<file path="config.mk">
export PLATFORM = sky130hd
export DESIGN_NAME = clk_div_monitor
export DESIGN_NICKNAME = d
export VERILOG_FILES = /design/src/rtl/clk_div_pkg.sv /design/src/rtl/clk_edge_sampler.sv /design/src/rtl/clk_div_monitor.sv
export SDC_FILE = /design/constraint.sdc
export NUM_CORES = 1
export LEC_CHECK = 0
export CORE_MARGIN = 3
export CORE_UTILIZATION = 40
export DETAILED_ROUTE_END_ITERATION = 7
export DONT_BUFFER_PORTS = 1
export PLACE_DENSITY = 0.65
export SETUP_SLACK_MARGIN = 0.2
export SLEW_MARGIN = 10
export SYNTH_ARGS = -nofsm -noshare
export SYNTH_HDL_FRONTEND = slang
export SYNTH_SLANG_ARGS = --single-unit
export TNS_END_PERCENT = 30
</file>
<file path="constraint.sdc">
create_clock -name clk_in -period 4.5 [get_ports clk_in]
set_clock_uncertainty 0.2 [all_clocks]
set_input_delay 0.675 -clock clk_in [delete_from_list [all_inputs] [get_ports clk_in]]
set_output_delay 0.675 -clock clk_in [all_outputs]
set_load 0.005 [all_outputs]
</file>
<file path="src/rtl/clk_div_pkg.sv">
// Shared types and helpers for the divided-clock monitors: FSM states,
// the high-time acceptance window and the counter ceiling.
package clk_div_pkg;

   typedef enum logic [1:0] {
      IDLE = 2'd0,
      ARM  = 2'd1,
      MEAS = 2'd2
   } mon_state_t;

   localparam int DEF_CNT_W = 8;
   localparam int CNT_MAX   = (1 << DEF_CNT_W) - 1;

   // Saturation ceiling for a counter of the given width
   function automatic int cnt_max(input int width);
      return (1 << width) - 1;
   endfunction

   // An odd divider cannot be exactly 50%, so accept floor(N/2)..ceil(N/2)
   function automatic logic high_in_window(input int exp_div, input int high);
      return (high >= exp_div / 2) && (high <= (exp_div + 1) / 2);
   endfunction

endpackage

</file>
<file path="src/rtl/clk_edge_sampler.sv">
// Two-stage sampler treating a divided clock as data and flagging its
// rising edges in the source clock domain.
module clk_edge_sampler (
   input  logic clk_in,
   input  logic rst_n,
   input  logic clk_div,
   output logic sampled,
   output logic rise
);

   logic s2;

   always_ff @(posedge clk_in or negedge rst_n) begin
      if (!rst_n) begin
         sampled <= 1'b0;
         s2      <= 1'b0;
      end else begin
         sampled <= clk_div;
         s2      <= sampled;
      end
   end

   assign rise = sampled & ~s2;

endmodule

</file>
<file path="src/rtl/clk_div_monitor.sv">
// Measures period and high time of a divided clock in clk_in cycles,
// declares lock after LOCK_CNT good periods and flags wrong-ratio or stuck clocks.
module clk_div_monitor
   import clk_div_pkg::*;
#(
   parameter int CNT_W    = DEF_CNT_W,
   parameter int EXP_DIV  = 3,
   parameter int LOCK_CNT = 4
) (
   input  logic             clk_in,
   input  logic             rst_n,
   input  logic             clk_div,
   input  logic             en,
   input  logic             err_clr,
   output logic [CNT_W-1:0] period,
   output logic [CNT_W-1:0] high_cnt,
   output logic             meas_valid,
   output logic             locked,
   output logic             err,
   output logic             stuck
);

   localparam logic [CNT_W-1:0] CNT_TOP  = CNT_W'(cnt_max(CNT_W));
   localparam logic [CNT_W-1:0] EXP_VAL  = CNT_W'(EXP_DIV);
   localparam logic [3:0]       LOCK_TOP = 4'(LOCK_CNT);

   mon_state_t       state;
   logic [CNT_W-1:0] cnt;
   logic [CNT_W-1:0] hcnt;
   logic [3:0]       lock_cnt;
   logic [3:0]       lock_next;
   logic             period_match;
   logic             s1;
   logic             rise;

   clk_edge_sampler u_sampler (
      .clk_in  (clk_in),
      .rst_n   (rst_n),
      .clk_div (clk_div),
      .sampled (s1),
      .rise    (rise)
   );

   always_comb begin
      period_match = (cnt == EXP_VAL) && high_in_window(EXP_DIV, int'(hcnt));
      lock_next    = (lock_cnt == LOCK_TOP) ? lock_cnt : lock_cnt + 4'd1;
   end

   // The rise cycle both closes the running period and starts the next one,
   // so cnt/hcnt reload to 1 rather than 0.
   always_ff @(posedge clk_in or negedge rst_n) begin
      if (!rst_n) begin
         state      <= IDLE;
         cnt        <= '0;
         hcnt       <= '0;
         lock_cnt   <= '0;
         period     <= '0;
         high_cnt   <= '0;
         meas_valid <= 1'b0;
         locked     <= 1'b0;
         err        <= 1'b0;
         stuck      <= 1'b0;
      end else begin
         meas_valid <= 1'b0;
         if (err_clr) begin
            err   <= 1'b0;
            stuck <= 1'b0;
         end
         if (!en) begin
            state    <= IDLE;
            cnt      <= '0;
            hcnt     <= '0;
            lock_cnt <= '0;
            locked   <= 1'b0;
         end else begin
            unique case (state)
               IDLE: begin
                  state <= ARM;
               end
               ARM: begin
                  if (rise) begin
                     cnt   <= CNT_W'(1);
                     hcnt  <= CNT_W'(1);
                     state <= MEAS;
                  end
               end
               MEAS: begin
                  if (rise) begin
                     period     <= cnt;
                     high_cnt   <= hcnt;
                     meas_valid <= 1'b1;
                     cnt        <= CNT_W'(1);
                     hcnt       <= CNT_W'(1);
                     if (period_match) begin
                        lock_cnt <= lock_next;
                        locked   <= (lock_next == LOCK_TOP);
                     end else begin
                        lock_cnt <= '0;
                        locked   <= 1'b0;
                        err      <= 1'b1;
                     end
                  end else if (cnt == CNT_TOP) begin
                     // No edge for a full counter span: give up on this period and re-arm
                     stuck    <= 1'b1;
                     locked   <= 1'b0;
                     lock_cnt <= '0;
                     cnt      <= '0;
                     hcnt     <= '0;
                     state    <= ARM;
                  end else begin
                     cnt <= cnt + CNT_W'(1);
                     if (s1 && (hcnt != CNT_TOP)) begin
                        hcnt <= hcnt + CNT_W'(1);
                     end
                  end
               end
               default: begin
                  state <= IDLE;
               end
            endcase
         end
      end
   end

endmodule
</file>
[Word-level counts from Yosys, hierarchy flattened]
Index checks and enable logic that the tools add are counted.
Word-level totals
  flip-flop bits (word level): 44
  bits of input ports: 5
  output and inout port bits: 20
  word-level logic and storage cells: 81
Cells by class
  add/subtract/negate cells: 3
  order comparisons: 2
  equality and inequality tests: 14
  muxes and demuxes: 39
  bitwise logic cells: 2
  reductions and logical operators: 9
Operator list (number)
  $mux W8: 8
  $pmux W8 S2: 2
  $mux W4: 6
  $mux W1: 18
  $add A8 B1 Y8 const B: 2
  $ne A3 B3 Y1 const B: 3
  $reduce_and A3 Y1: 3
  $eq A4 B3 Y1 const B: 2
  $eq A8 B2 Y1 const B: 1
  $eq A8 B8 Y1 const B: 1
  $ge A8 B1 Y1 const B: 1
  $le A8 B2 Y1 const B: 1
  $mux W2: 4
  $ne A8 B8 Y1 const B: 1
  $ne A3 B1 Y1 const B: 2
  $pmux W2 S3: 1
  $ne A5 B5 Y1 const B: 1
  $add A4 B1 Y4 const B: 1
  $reduce_and A2 Y1: 2
  $logic_and A1 B1 Y1: 3
  $eq A2 B1 Y1 const B: 1
  $eq A2 B2 Y1 const B: 1
  $logic_not A2 Y1: 1
  $ne A2 B1 Y1 const B: 1
  2 further kinds: 2

[Longest topological paths before layout]
  word-level depth: 7
  mapped depth: 7
  mapped depth without buffers: 6

[By module]
A second synthesis with hierarchy kept.
Second synthesis, totals
  cells, all modules: 218
  area total of the unflattened synthesis: 2318.5 um^2
By module, submodules not included
  clk_div_monitor: times used 1, cells an instance 215, area each 2254.7 um^2, sequential area each 1051.0 um^2
  clk_edge_sampler: times used 1, cells an instance 3, area each 63.8 um^2, sequential area each 50.0 um^2

[Worst setup path after synthesis]
OpenSTA, ideal clock, no wires.
  path type: in2reg
  start point: in en
  end point: reg high_cnt[5]
  setup time: 0.125 ns
  arrival time: 1.668 ns
  data required time: 4.175 ns
  path slack: 2.507 ns
  stages: 4
  path buffers: 1
  cells stage by stage: nand3b_1 -> nor2_2 -> buf_2 -> mux2_2
Between the ends
  cells in the longest elaborated chain, start to end: 1
Ends and longest elaborated chain
  start, declared: RTL line clk_div_monitor.sv:13  | input logic en,
  $reduce_and A3 Y1 (no line)
  end signal, assigned: RTL line clk_div_monitor.sv:90  | high_cnt <= hcnt;
  end, declared: RTL line clk_div_monitor.sv:16  | output logic [CNT_W-1:0] high_cnt,
No other way between the ends.
A chain may end at the register's enable or synchronous reset.

[Final worst setup path]
  start point: reg cnt[0]
  end point: reg hcnt[6]
Between the ends
  cells in the longest elaborated chain, start to end: 5
  elaborated cells between the ends (all ways): 7
  those cells by class: 2 x eq/ne; 4 x mux; 1 x reduce/logical
Ends and longest elaborated chain
  start, declared: RTL line clk_div_monitor.sv:28  | logic [CNT_W-1:0] cnt;
  start signal, assigned: RTL line clk_div_monitor.sv:111  | cnt <= cnt + CNT_W'(1);
  $eq A8 B8 Y1 (*): RTL line clk_div_monitor.sv:102  | end else if (cnt == CNT_TOP) begin
  $mux W8: RTL line clk_div_monitor.sv:102
  $mux W8: RTL line clk_div_monitor.sv:88  | if (rise) begin
  $pmux W8 S2: RTL line clk_div_monitor.sv:76  | unique case (state)
  $mux W8: RTL line clk_div_monitor.sv:69  | if (!en) begin
  end signal, assigned: RTL line clk_div_monitor.sv:113  | hcnt <= hcnt + CNT_W'(1);
  end, declared: RTL line clk_div_monitor.sv:29  | logic [CNT_W-1:0] hcnt;
Every way passes the cells marked *; elsewhere a longest branch is shown, timed or not.

==> summary.txt <==
SETUP PATH
--------------------------------------------------------------------------------------------
Cell type of the slowest stage on the worst timing path                         sky130_fd_sc_hd__a211oi_2
Critical path, cell by cell                                                     ha_1, and3_1, a211oi_2, o21ai_0, a31oi_1
Number of cells traversed by the worst register-to-register path                           5
Critical path class                                                                  reg2reg
Buffers plus inverters on the worst setup path                                             0
Crit Path Max Fanout                                                                      20
Crit path depth                                                                            5
Worst reg2reg startpoint                                                        cnt[0]$_DFFE_PN0P_
Maximum single-stage delay on the critical path                                      1.03 ns
Crit. End Element                                                                  flip-flop
Crit path required time                                                              4.51 ns
Data arrival time of the worst path                                                  2.70 ns
Category of cells accounting for the largest share of critical-path delay       compound AO/OA/AOI/OAI gates
Type of element launching the critical path                                        flip-flop
Worst setup path start                                                          cnt[0]$_DFFE_PN0P_

GRT
--------------------------------------------------------------------------------------------
Vias in the first global route                                                          1514
Overall routing resource usage                                                         14.7%
Grt ovf                                                                                    0
Global-route wire length before repair                                               7580 um
Maximum number of pins on one net before global-route repair                              45
Number of antenna violations at the first check in global routing                          0

SYNTH
--------------------------------------------------------------------------------------------
Basic-gate share of the synthesized area counting and, or, nand and nor cells          16.2%
Seq/Total Area, Yosys                                                                  48.7%
#FFs+latches synth                                                                        44
Combinational family with the most area after synthesis                         compound AO/OA/AOI/OAI gates
Average cell area after synthesis                                                   10.7 um2
Fraction of synthesized area in multiplexers                                           9.75%
Synthesized Nets                                                                         223
Warning count from the yosys run                                                           0
Netlist area before placement                                                       2260 um2
Count of distinct cell types in the synthesized netlist                                   46
Number of instances in the synthesized netlist                                           211
Adder and majority gate portion of the synthesized area                                3.88%
Post-Synth XOR/XNOR Area                                                                  0%
Complex-gate fraction of the synthesized area                                          17.7%

CLOCK TREE
--------------------------------------------------------------------------------------------
H-tree depth                                                                               2
Setup Fix Bufs, Post-CTS                                                                   0
CTS Hold Buffers Added                                                                     1
Clk_lat worst skew                                                                   0.29 ns
Sinks on Clock Net                                                                        44
Maximum buffer depth of the clock tree                                                     2
Post-cts gate resize count                                                                 0
Clock tree from TritonCTS                                                               done
Clock-pin slew of the registers on the worst-case setup and hold paths               0.08 ns
Clock root buffer master                                                        sky130_fd_sc_hd__clkbuf_8
TritonCTS buffer count                                                                     5

DIE
--------------------------------------------------------------------------------------------
Die ar.                                                                             6590 um2
Row Count                                                                                 26
Placeable Area                                                                      5270 um2
Die boundary width                                                                   81.2 um
Effective utilization at floorplan                                                     42.9%
Die Ht                                                                               81.2 um
Number of placed I/O pins                                                                 25

ROUTE
--------------------------------------------------------------------------------------------
Met2 wire length                                                                     2050 um
Highest metal used                                                                      met4
Met3 Routed Length                                                                    223 um
Total routed wire length on the met1 layer                                           2170 um
Drt total wl                                                                         4480 um
Count of TritonRoute iterations in the first routing pass                                  4
Number of design rule violations left after detail routing                                 0
Number of vias per cell                                                                 5.87
Number of vias in the routed layout                                                     1639
Avg WL per Cell                                                                      16.1 um
DRC marker count from the first detailed-route iteration                                 112
Antenna violation net count after detailed routing                                         0

FINAL LAYOUT
--------------------------------------------------------------------------------------------
Proportion of layout cells with a drive suffix above 1                                 12.9%
Utilization after layout                                                               46.7%
Nets                                                                                     221
Most common library cell in the layout ignoring fill and taps                   sky130_fd_sc_hd__dfrtp_1
Synth-to-layout area growth                                                            8.80%
Number of antenna repair diodes                                                            0
Fill cell instance count of the final layout                                             497
Top library cells by usage in the layout, fill and taps aside                   44 x sky130_fd_sc_hd__dfrtp_1, 15 x sky130_fd_sc_hd__a21oi_1, 12 x sky130_fd_sc_hd__nand3_1, 12 x sky130_fd_sc_hd__nand2_1, 12 x sky130_fd_sc_hd__mux2_2
Post-route cell area                                                                2460 um2
Number of cells in the finished layout apart from fillers                                279

PLACEMENT
--------------------------------------------------------------------------------------------
Setup slack at placement                                                             1.91 ns
Number of buffers added on ports                                                           0
Total placed cells including tap cells                                                   271
Half-perimeter wire length after detailed placement                                  3090 um
Cell Area, Placed                                                                   2300 um2
Placer Congestion                                                                      0.802

POWER
--------------------------------------------------------------------------------------------
Total power draw                                                                    0.796 mW
Maximum resistive drop on vdd                                                         207 uV
Leakage Power                                                                        1.08 nW
Pwr per Cell Area                                                                 324 nW/um2

HOLD PATH
--------------------------------------------------------------------------------------------
Tightest Hold Check Type                                                            in2async

TIMING
--------------------------------------------------------------------------------------------
Count of final hold-check violations                                                       0
Worst Hold Margin                                                                  0.0265 ns
Fin. max-slew vios                                                                         0
Max-slew headroom                                                                      17.2%
RSZ-0062 raised after global routing                                                      no
Aggregate negative setup slack                                                          0 ns
Finish-stage setup viols                                                                   0
Fmax                                                                               0.371 GHz
Final worst-path setup slack                                                         1.81 ns
Measured slew at the worst slew-check pin                                            1.24 ns
Period Utilization, post-route                                                         59.8%
Period minus WS final                                                                2.69 ns

RUN STATUS
--------------------------------------------------------------------------------------------
Outcome                                                                         finished, final reports clean

RUN
--------------------------------------------------------------------------------------------
# Max-Cap Violations                                                                       0

==> worst reg2reg max path, stage by stage, from the launching register on <==
cell and delay, ns:
sky130_fd_sc_hd__dfrtp_1 0.43, sky130_fd_sc_hd__ha_1 0.27, sky130_fd_sc_hd__and3_1 0.21, sky130_fd_sc_hd__a211oi_2 1.03, sky130_fd_sc_hd__o21ai_0 0.24, sky130_fd_sc_hd__a31oi_1 0.23
==> layer usage <==
| layer | up-vias | track usage, % |
|---|---|---|
| met5 | - | 0 |
| met4 | 0 | 4.90 |
| met3 | 2 | 3.44 |
| met2 | 41 | 21.6 |
| met1 | 808 | 21.1 |
| li1 | 788 | - |
==> synth_stat cells, drive strengths merged <==
master   count  area (um2)
nand2b       4        25.0
nor3         2        10.0
mux2i        4        40.0
nand3b       1        7.51
clkbuf       5        18.8
a31oi       10        62.6
or2          2        12.5
nand4bb      1        11.3
nor2         3        13.8
a22o         4        35.0
a21boi       1        7.51
inv          9        33.8
a41oi        2        17.5
a32o         1        11.3
and2         4        25.0
ha           7        87.6
a21o         1        7.51
dfrtp       44        1100
buf          5        31.3
o21a         1        7.51
or4          1        11.3
o2111ai      2        17.5
nor2b        7        43.8
or3          1        6.26
nor4         2        12.5
o311ai       1        8.76
and4bb       1        12.5
a31o         1        8.76
o2bb2ai      3        26.3
a211oi       1        7.51
o311a        1        10.0
o21ai       11        55.1
and3         3        18.8
and4         3        26.3
a211o        1        8.76
nand3       12        60.1
a2111oi      1        27.5
o22ai        1        6.26
nand4        4        25.0
mux2        16         180
a21oi       15        75.1
nand2       12        45.0
==> path summary, 6_finish.rpt <==
check | end | slack, ns
worst max-delay path | hcnt[6]$_DFFE_PN0P_ | 1.81
worst min-delay path | lock_cnt[1]$_DFFE_PN0P_ | 0.03
worst max register to register | hcnt[6]$_DFFE_PN0P_ | 1.81
worst min register to register | period[4]$_DFFE_PN0P_ | 0.33
max in group asynchronous | hcnt[7]$_DFFE_PN0P_ | 3.88
min in group clk_in | u_sampler.sampled$_DFF_PN0_ | 0.21
==> report_power, final <==
part | switching, mW | internal [mW] | total, mW | leakage, nW
sequential | 0.00955 | 0.402 | 0.412 | 0.603
clock | 0.125 | 0.218 | 0.343 | 0.0642
combinational | 0.0259 | 0.0153 | 0.0412 | 0.412
total | 0.160 | 0.636 | 0.796 | 1.08
==> final cells by class <==
type	instances	area (um2)	share of cell area, %
sequential	44	1100	44.8
multi-input combinational	148	1080	43.9
tap	70	87.6	3.56
clock buffer	5	68.8	2.80
clock inverter	2	60.1	2.44
inverter	9	33.8	1.37
timing repair buffer	1	27.5	1.12
==> registers in the layout, summed over array words and instances (netlist names) <==
register and flops:
stuck 1, meas_valid 1, u_sampler.s2 1, lock_cnt 4
u_sampler.sampled 1, cnt 8, period 8, err 1
hcnt 8, locked 1, state 2, high_cnt 8
==> logic make-up (layout without fill, tap and decap cells) <==
group,after synthesis,in the layout
AOI/OAI and AO/OA,58,58
adders and majority gates,7,7
buffers and inverters,19,17
DFF,44,44
muxes,20,20
and+or+nand+nor,63,63
Power figures use the tool's default switching activity.
